$ cat src/rtl/mips_cache_pkg.sv
// mips_cache_pkg: shared cache line geometry, read-fill state encoding and line-base helper.
package mips_cache_pkg;

    localparam int LINE_BITS  = 2;
    localparam int LINE_WORDS = 2 ** LINE_BITS;

    typedef enum logic [1:0] {
        FILL_IDLE  = 2'd0,
        FILL_DRAIN = 2'd1,
        FILL_READ  = 2'd2,
        FILL_DONE  = 2'd3
    } fill_state_e;

    function automatic logic [31:0] line_base(input logic [31:0] addr, input int bits);
        return addr & ~((32'd1 << (bits + 2)) - 32'd1);
    endfunction

endpackage

$ cat src/rtl/mips_cache_readfill.sv
// mips_cache_readfill: fetches a missed cache line word-by-word over Avalon-MM after draining the write buffer.
// Define MIPS_CACHE_CRITICAL_WORD_FIRST_EN to start the fill at the missed word and wrap around the line.
module mips_cache_readfill
    import mips_cache_pkg::*;
#(
    parameter int LINE_BITS = mips_cache_pkg::LINE_BITS
) (
    input  logic                 clk,
    input  logic                 rst,
    input  logic                 miss,
    input  logic [31:0]          miss_addr,
    output logic                 busy,
    input  logic                 wb_empty,
    output logic                 wb_active,
    output logic [31:0]          mem_address,
    output logic                 mem_read,
    output logic [3:0]           mem_byteenable,
    input  logic                 mem_waitrequest,
    input  logic [31:0]          mem_readdata,
    output logic                 fill_valid,
    output logic [LINE_BITS-1:0] fill_word,
    output logic [31:0]          fill_data,
    output logic [31:0]          fill_tag_addr,
    output logic                 fill_done,
    output logic [1:0]           state_out
);

    localparam int LINE_WORDS = 2 ** LINE_BITS;
    localparam logic [1:0] S_IDLE  = FILL_IDLE;
    localparam logic [1:0] S_DRAIN = FILL_DRAIN;
    localparam logic [1:0] S_READ  = FILL_READ;
    localparam logic [1:0] S_DONE  = FILL_DONE;

    logic [1:0]           state;
    logic [LINE_BITS-1:0] idx;
    logic [LINE_BITS:0]   cnt;
    logic [31:0]          base;
    logic [LINE_BITS-1:0] start_idx;
    logic                 last;

`ifdef MIPS_CACHE_CRITICAL_WORD_FIRST_EN
    assign start_idx = miss_addr[LINE_BITS+1:2];
`else
    assign start_idx = '0;
`endif

    // Termination uses the accepted-word count, so a wrapped index cannot end the fill early
    assign last = cnt == (LINE_BITS + 1)'(LINE_WORDS - 1);

    always_ff @(posedge clk) begin
        if (rst) begin
            state <= S_IDLE;
            idx   <= '0;
            cnt   <= '0;
            base  <= '0;
        end else if (state == S_IDLE) begin
            if (miss) begin
                state <= S_DRAIN;
                idx   <= start_idx;
                cnt   <= '0;
                base  <= line_base(miss_addr, LINE_BITS);
            end
        end else if (state == S_DRAIN) begin
            if (wb_empty) state <= S_READ;
        end else if (state == S_READ) begin
            if (!mem_waitrequest) begin
                idx <= idx + 1'b1;
                cnt <= cnt + 1'b1;
                if (last) state <= S_DONE;
            end
        end else begin
            state <= S_IDLE;
        end
    end

    always_comb begin
        busy           = state != S_IDLE;
        wb_active      = state != S_READ;
        mem_read       = state == S_READ;
        mem_address    = base | {{(30 - LINE_BITS){1'b0}}, idx, 2'b00};
        mem_byteenable = 4'hF;
        fill_valid     = mem_read && !mem_waitrequest;
        fill_word      = idx;
        fill_data      = mem_readdata;
        fill_tag_addr  = base;
        fill_done      = state == S_DONE;
        state_out      = state;
    end

endmodule

$ cat config.mk
export PLATFORM = sky130hd
export DESIGN_NAME = mips_cache_readfill
export DESIGN_NICKNAME = d
export VERILOG_FILES = /design/src/rtl/mips_cache_pkg.sv /design/src/rtl/mips_cache_readfill.sv
export SDC_FILE = /design/constraint.sdc
export NUM_CORES = 1
export LEC_CHECK = 0
export ABC_AREA = 1
export BUFFER_PORTS_ARGS = -buffer_cell sky130_fd_sc_hd__clkbuf_2
export CORE_ASPECT_RATIO = 0.8
export CORE_MARGIN = 5
export CORE_UTILIZATION = 41
export DETAILED_ROUTE_END_ITERATION = 8
export PLACE_DENSITY = 0.86
export SLEW_MARGIN = 25
export SYNTH_ARGS = -nofsm -noshare
export SYNTH_HDL_FRONTEND = slang
export SYNTH_SLANG_ARGS = --single-unit
export TNS_END_PERCENT = 20
$ cat constraint.sdc
create_clock -name clk -period 4.17 [get_ports clk]
set_clock_uncertainty 0.15 [all_clocks]
set_input_delay 0.2085 -clock clk [delete_from_list [all_inputs] [get_ports clk]]
set_output_delay 0.2085 -clock clk [all_outputs]
set_load 0.02 [all_outputs]
# After elaboration in Yosys (flattened, before gate mapping)
# Index checks and enable logic that the tools add are counted.
# Widths: inputs -> output; s select.
# word_totals
register_bits	35
inputBits	69
out_inout_bits	109
word_cells	43
# op_classes
addsub	2
eq_ne	11
n_mux	17
bitwise_logic	1
n_reduce_logical	8
# op_table
op	n
$or 32x4->32	1
$mux 2	12
$mux 3	5
$reduce_and 4->1	2
$ne 2x2->1 const B	3
$eq 2x2->1 const B	2
$ne 4x1->1 const B	1
$ne 4x2->1 const B	1
$reduce_bool 2->1	2
$add 3x1->3 const B	1
$eq 3x2->1 const B	1
$ne 3x3->1 const B	1
$add 2x1->2 const B	1
$eq 2x1->1 const B	1
$logic_not 2->1	1
$ne 2x1->1 const B	1
$reduce_and 2->1	1
$logic_and 1x1->1	1
$logic_not 1->1	1

# Logic depth before layout (Yosys ltp)
# Gate-level depths: netlist (run 1).
# depth
word_depth	6
ltp_mapped	9
depth_no_buf	9

# Worst setup path before layout (run 1)
# OpenSTA, ideal clock, no wires.
# synth_path
kind	reg2reg
startpoint	register state[0], in the netlist state_out[0]
endpoint	register idx[0], in the netlist fill_word[0]
setup_time_ns	0.116
t_arrival_ns	1.570
required_time_ns	3.904
setup_slack_ns	2.334
stages_incl_launch_ff	9
path_buffers	0
synth_period_minus_slack_ns	1.836
cell_sequence	dfxtp_1 -> inv_1 -> ha_1 -> inv_1 -> nand2_1 -> nand2_1 -> nor2_1 -> o21ai_0 -> nor2_1
# synth_between
elab_chain_cells	3
elab_cells_between_ends	9
classes_between	eq/ne: 5; mux: 1; reduce/logical: 3
# synth_rtl
element	line	source
from (decl)	mips_cache_readfill.sv:34	logic [1:0] state;
from (signal assigned)	mips_cache_readfill.sv:52	state <= S_IDLE;
from (signal assigned)	mips_cache_readfill.sv:58	state <= S_DRAIN;
from (signal assigned)	mips_cache_readfill.sv:64	if (wb_empty) state <= S_READ;
$eq 2x2->1	n/a	
net mem_read	mips_cache_readfill.sv:16	output logic mem_read,
$reduce_bool 2->1 (no line)	n/a	
$reduce_and 4->1 (no line)	n/a	
to (signal assigned)	mips_cache_readfill.sv:59	idx <= start_idx;
to (signal assigned)	mips_cache_readfill.sv:67	idx <= idx + 1'b1;
to (decl)	mips_cache_readfill.sv:35	logic [LINE_BITS-1:0] idx;
# The timed path passes the listed nets, and every way through them passes these cells.
# A chain may end at the register's enable or synchronous reset.

# Worst setup path after layout (run 1)
# layout_path
startpoint	register state[1], in the netlist state_out[1]
endpoint	register base[13], in the netlist fill_tag_addr[13]
# layout_between
elab_chain_cells	2
# layout_rtl
element	line	source
$logic_not 2->1	mips_cache_readfill.sv:56	end else if (state == S_IDLE) begin
$reduce_and 2->1 (no line)	n/a	
to (signal assigned)	mips_cache_readfill.sv:61	base <= line_base(miss_addr, LINE_BITS);
to (decl)	mips_cache_readfill.sv:37	logic [31:0] base;
# Every way passes these cells.

==> results.json, run 1 <==
{
  "status": "completed",
  "grt_overflow": 0,
  "critical_path_class": "flop to flop",
  "worstPathArrival_ns": 2.46,
  "core_um2": 4950,
  "powerDensity_nw_per_um2": 757,
  "vias_per_cell": 4.40,
  "irDropWorstVdd_v": 0.000344,
  "grt_pass1_vias": 1397,
  "post_cts_buffers": 0,
  "hp-start": "miss_addr[13]",
  "critPathRequiredTime_ns": 4.20,
  "die_h_um": 73.5,
  "min_period_ns": 2.43,
  "cts_tree": "yes",
  "stdcell_count": 382,
  "grt_util_all_layers_pct": 12.1,
  "syn_area_per_cell_um2": 7.29,
  "wirelength_um": 4270,
  "clkTransAtPathRegs_ns": 0.07,
  "layout_setup_ws_ns": 1.74,
  "worstPathMaxFanout": 29,
  "yosys_warnings": 0,
  "cap_violations": 0,
  "detail-route-antenna-nets": 0,
  "synth-adder-area-share_pct": 4.85,
  "dr_total_vias": 1680,
  "synth_top_family_by_area": "buffers and inverters",
  "postCtsResizedCells": 0,
  "fin_util_pct": 44.7,
  "cts-root-buf": "clkbuf_8",
  "slew_viol_final": 0,
  "yosys.area_share.simple_pct": 19.5,
  "syn_inst": 283,
  "reg2reg_depth": 6,
  "synth_area_um2": 2060,
  "regToRegSetupSlack_ns": 1.74,
  "fin_nets": 396,
  "clock_latency_ns": 0.28,
  "cts_buffer_depth": 2,
  "power_w": 0.00167,
  "ios": 178,
  "layout.cells.most_common_list": "99 x clkbuf_2, 73 x nor2_1, 35 x dfxtp_1",
  "hpwl_um": 3230,
  "die_x_um": 89.3,
  "min_to": "fill_tag_addr[13]",
  "routedWlPerCell_um": 11.2,
  "drc": 0,
  "yosysTopAreaCellShare_pct": 33.9,
  "synth_compound_area_share_pct": 8.73,
  "dp_cells": 372,
  "seq_area_frac_synth_pct": 33.9,
  "setup_viol": 0,
  "initial_utilization_pct": 41.7,
  "layout.cells.most_common": "clkbuf_2",
  "diodes": 0,
  "preCtsSetupSlack_ns": 1.69,
  "regToRegEndpoint": "fill_tag_addr[13]",
  "gp_congestion": 0.794,
  "rsz0062_at_grt": "false",
  "end_kind": "flop",
  "die_area_um2": 6560,
  "synth_area_leaders": "dfxtp_1 34%, buf_4 26%, nor2_1 13%, nand2_1 4.9%, ha_1 4.8%",
  "drtIter0Drc": 31,
  "synthDistinctLibCells": 16,
  "grt_pass1_wl_um": 6290,
  "worst_pin_slew_ns": 0.811,
  "grt_max_degree": 32,
  "antenna_found_initial": 0,
  "cts_buffers": 5,
  "cp-start-kind": "flop",
  "hold_depth": 3,
  "h-tree-depth": 2,
  "fmax_mhz": 411,
  "fp-row-count": 23,
  "finalSetupTns_ns": 0,
  "firstDrtPassIters": 4,
  "hp-class": "input port to flop",
  "hold_violations": 0,
  "power_leakage_nw": 1.20,
  "port_buffers": 99,
  "synth_seq_cells": 35,
  "maxSlewHeadroom_pct": 45.9,
  "synthMuxAreaShare_pct": 0,
  "synth_top_cell_by_area": "dfxtp_1",
  "clock_sinks": 35,
  "r2r_start": "state_out[1]",
  "drive_gt1_share_pct": 33.8,
  "area_growth_pct": 7.09,
  "synth_xor_area_share_pct": 0,
  "period_share_pct": 58.4
}
[layout make-up]
cell class / instances / area, um^2
clock buffers: 6 / 72.6
clock inverters: 2 / 60.1
fillers: 503 / 2740
inverters: 17 / 65.1
multi-input cells: 159 / 719
flip-flops and latches: 35 / 701
well taps: 62 / 77.6
repair buffers: 101 / 515
[through the flow]
stage | hold slack [ns] | instance area [um^2]
2_1_floorplan | 0.128 | 2090
3_3_place_gp | 0.267 | 2060
3_5_place_dp | 0.267 | 2060
4_1_cts | 0.00187 | 2210
5_1_grt | 0.0206 | 2210
6_report | 0.0159 | 2210
[cells by family (layout without fill, tap and decap cells)]
group	Yosys count	after routing
compound gates	36	36
fa+ha+maj	8	8
buf+inv	97	126
flops	35	35
other cells	2	10
simple gates	105	105
[per-layer routing]
| layer | share of wire [%] | GRT usage, % | wire [um] |
|---|---|---|---|
| met1 | 41 | 13.8 | 1740 |
| met2 | 46 | 20.8 | 1980 |
| met3 | 12 | 4.37 | 514 |
| met4 | 0.77 | 4.63 | 33 |
| met5 | 0 | 0 | 0 |
[registers in the layout (all words and copies together), names as in the netlist]
signal	flops
state_out	2
fill_tag_addr	28
fill_word	2
cnt	3
[cell usage after synthesis]
cell / instances
a21oi_1: 6
buf_4: 72
buf_6: 5
clkbuf_1: 2
clkbuf_2: 1
clkinv_2: 1
conb_1: 2
dfxtp_1: 35
ha_1: 8
inv_1: 16
nand2_1: 27
nand2_2: 1
nand3_1: 4
nor2_1: 73
o21ai_0: 10
o21ai_1: 20
[what timing repair did]
| action | 4_1_cts | 5_1_grt |
|---|---|---|
| endpoints found under the setup margin | 0 | 0 |
| hold endpoints to repair | 3 | 0 |
| hold buffers | 2 | 0 |
[critical path: stages, from the launching register on]
cell and delay (ns):
dfxtp_1 0.49, inv_1 0.16, ha_1 0.30, nand2_2 0.46, clkinv_2 0.49, nor2_1 0.22
nor2_1 0.06
[where the power goes]
part | total, W | switching [W] | internal, W | leakage (nW)
logic | 0.000806 | 0.000555 | 0.000251 | 0.845
clock network | 0.000358 | 0.000119 | 0.000239 | 0.0654
registers | 0.000510 | 0.0000803 | 0.000430 | 0.289
total | 0.00167 | 0.000754 | 0.000920 | 1.20
[worst max path at each step]
stage | slack (ns) | start | to
after floorplan | 2.33 | state_out[0] | fill_word[0]
after global placement | 1.76 | state_out[1] | fill_tag_addr[30]
after detailed placement | 1.69 | state_out[1] | fill_tag_addr[13]
after CTS | 1.68 | state_out[1] | fill_tag_addr[13]
after global routing | 1.48 | state_out[1] | fill_tag_addr[21]
final | 1.74 | state_out[1] | fill_tag_addr[13]
(Power assumes the default switching activity.)
==> run 2: changes to the inputs <==
--- a/config.mk
+++ b/config.mk
@@ -9,9 +9,9 @@
 export BUFFER_PORTS_ARGS = -buffer_cell sky130_fd_sc_hd__clkbuf_2
 export CORE_ASPECT_RATIO = 0.8
 export CORE_MARGIN = 5
-export CORE_UTILIZATION = 41
+export CORE_UTILIZATION = 38
 export DETAILED_ROUTE_END_ITERATION = 8
-export PLACE_DENSITY = 0.86
+export PLACE_DENSITY = 0.8
 export SLEW_MARGIN = 25
 export SYNTH_ARGS = -nofsm -noshare
 export SYNTH_HDL_FRONTEND = slang
==> constraint.sdc (replaced) <==
create_clock -name clk -period 2.3 [get_ports clk]
set_clock_uncertainty 0.15 [all_clocks]
set_input_delay 0.115 -clock clk [delete_from_list [all_inputs] [get_ports clk]]
set_output_delay 0.115 -clock clk [all_outputs]
set_load 0.02 [all_outputs]
==> run 2 against run 1 <==
  * Utilization rose by 0.98 points
  * Die area rose by 6.9%
  * Sequential share of layout area fell by 3.1 points
  * Count of clock-buffer cells in the layout did not move
  * Combinational power rose by 89%
  * Fmax rose by 26%
  * Highest routed layer unchanged
==> results.json, run 2 (synthesized netlist as in run 1, its figures left out) <==
{
  "wirelength_um": 4720,
  "regToRegEndpoint": "fill_tag_addr[29]",
  "critPathRequiredTime_ns": 2.37,
  "layout_setup_ws_ns": 0.367,
  "setup_viol": 0,
  "vias_per_cell": 4.35,
  "largest_reg_flops": 28,
  "h-tree-depth": 2,
  "core_um2": 5380,
  "cts_tree": "yes",
  "fin_util_pct": 45.6,
  "drtIter0Drc": 40,
  "max_stage_delay_ns": 0.49,
  "min_period_ns": 1.93,
  "fp-row-count": 24,
  "gp_congestion": 0.830,
  "dr_total_vias": 1799,
  "layout.cells.most_common": "clkbuf_2",
  "status": "completed",
  "drc": 0,
  "layout.cells.most_common_list": "99 x clkbuf_2, 73 x nor2_1, 35 x dfxtp_1",
  "rsz0062_at_grt": "false",
  "clock_sinks": 35,
  "grt_overflow": 0,
  "worst_pin_slew_ns": 0.553,
  "slowest_stage": "dfxtp_1",
  "die_h_um": 75.9,
  "powerDensity_nw_per_um2": 1170,
  "irDropWorstVdd_v": 0.000503,
  "preCtsSetupSlack_ns": 0.143,
  "period_share_pct": 84.1,
  "hp-start": "mem_readdata[1]",
  "routedWlPerCell_um": 11.4,
  "clkTransAtPathRegs_ns": 0.07,
  "regArea_um2": 701,
  "detail-route-antenna-nets": 0,
  "crit_chain": "inv_1 -> ha_1 -> nand2_2 -> buf_4 -> o21ai_0 -> nor2_1",
  "firstDrtPassIters": 4,
  "hpwl_um": 3340,
  "fmax_mhz": 517,
  "cts_buffers": 5,
  "slew_viol_final": 0,
  "multiInputGateArea_um2": 719,
  "initial_utilization_pct": 38.4,
  "cp-startpoint": "state_out[1]",
  "grt_pass1_wl_um": 7510,
  "grt_util_all_layers_pct": 13.0,
  "finalSetupTns_ns": 0,
  "critical_path_class": "flop to flop",
  "maxSlewHeadroom_pct": 63.1,
  "cts-root-buf": "clkbuf_8",
  "ios": 178,
  "num-fill-cells": 550,
  "clock_latency_ns": 0.28,
  "worstPathMaxFanout": 18,
  "end_kind": "flop",
  "cp-start-kind": "flop",
  "die_x_um": 92.4,
  "diodes": 0,
  "hold_violations": 0,
  "reg2reg_depth": 6,
  "area_growth_pct": 18.8,
  "cts_buffer_depth": 2,
  "grt_pass1_vias": 1630,
  "r2r_start": "state_out[1]",
  "drive_gt1_share_pct": 31.5,
  "worstPathArrival_ns": 2.00,
  "hp-class": "input port to primary output",
  "fin_nets": 425,
  "grt_max_degree": 29,
  "regToRegSetupSlack_ns": 0.37,
  "cap_violations": 0,
  "power_leakage_nw": 1.30,
  "endpoint": "fill_tag_addr[29]",
  "antenna_found_initial": 0,
  "port_buffers": 99,
  "die_area_um2": 7020
}
[run 2: cell types whose count changed in the layout (fill, tap and decap cells not counted)]
cell | previous run | this run
buf_4 | 0 | 2
clkinvlp_4 | 0 | 1
bufinv_16 | 2 | 0
inv_4 | 0 | 1
dlygate4sd3_1 | 2 | 29
[run 2: timing repair]
item,in CTS,in global routing
hold buffers,29,0
hold endpoints to repair,32,0
resized for setup,0,1
endpoints found under the setup margin,0,9
buffers inserted,0,0
[run 2: critical path: cells and delay by family, from the launching register on]
kind / cells / cell delay [ns]
AOI/OAI and AO/OA: 1 / 0.11
adders and majority gates: 1 / 0.30
buffers and inverters: 2 / 0.45
DFF: 1 / 0.49
and+or+nand+nor: 2 / 0.37
[run 2: metal layers]
| layer | wire length (um) | global-route usage, % |
|---|---|---|
| met1 | 2010 | 15.1 |
| met5 | 0 | 0 |
| met3 | 449 | 4.06 |
| met4 | 48 | 3.71 |
| met2 | 2210 | 22.7 |
[run 2: area by class of cell]
class                   instances  area share, %
inverters                      17           2.70
repair buffers                130           32.6
clock inverters                 2          0.510
multi-input cells             159           29.3
clock buffers                   6           2.96
flip-flops and latches         35           28.6
well taps                      65           3.31
[run 2: worst min path at each step]
| stage | end | slack, ns | depth (start not counted) |
|---|---|---|---|
| 2_1_floorplan | cnt[0] | 0.03 | 1 |
| 3_3_place_gp | fill_data[23] | 0.08 | 0 |
| 3_5_place_dp | fill_data[23] | 0.08 | 0 |
| 4_1_cts | fill_data[23] | 0.08 | 0 |
| 5_1_grt | fill_data[24] | 0.08 | 0 |
| 6_report | fill_data[1] | 0.08 | 0 |
[run 2: power breakdown]
part	total (W)	internal [W]	switching (W)
clock	0.000428	0.000211	0.000217
combinational	0.00152	0.000494	0.00103
sequential	0.000927	0.000780	0.000147
[run 2: through the flow]
step	area, um^2	instances	power (W)	hold WS, ns
2_1_floorplan	2090	291	0.00228	0.0341
3_3_place_gp	2080	377	0.00240	0.0801
3_5_place_dp	2080	377	0.00243	0.0801
4_1_cts	2450	414	0.00292	0.0801
5_1_grt	2450	414	0.00311	0.0800
6_report	2450	414	0.00288	0.0800
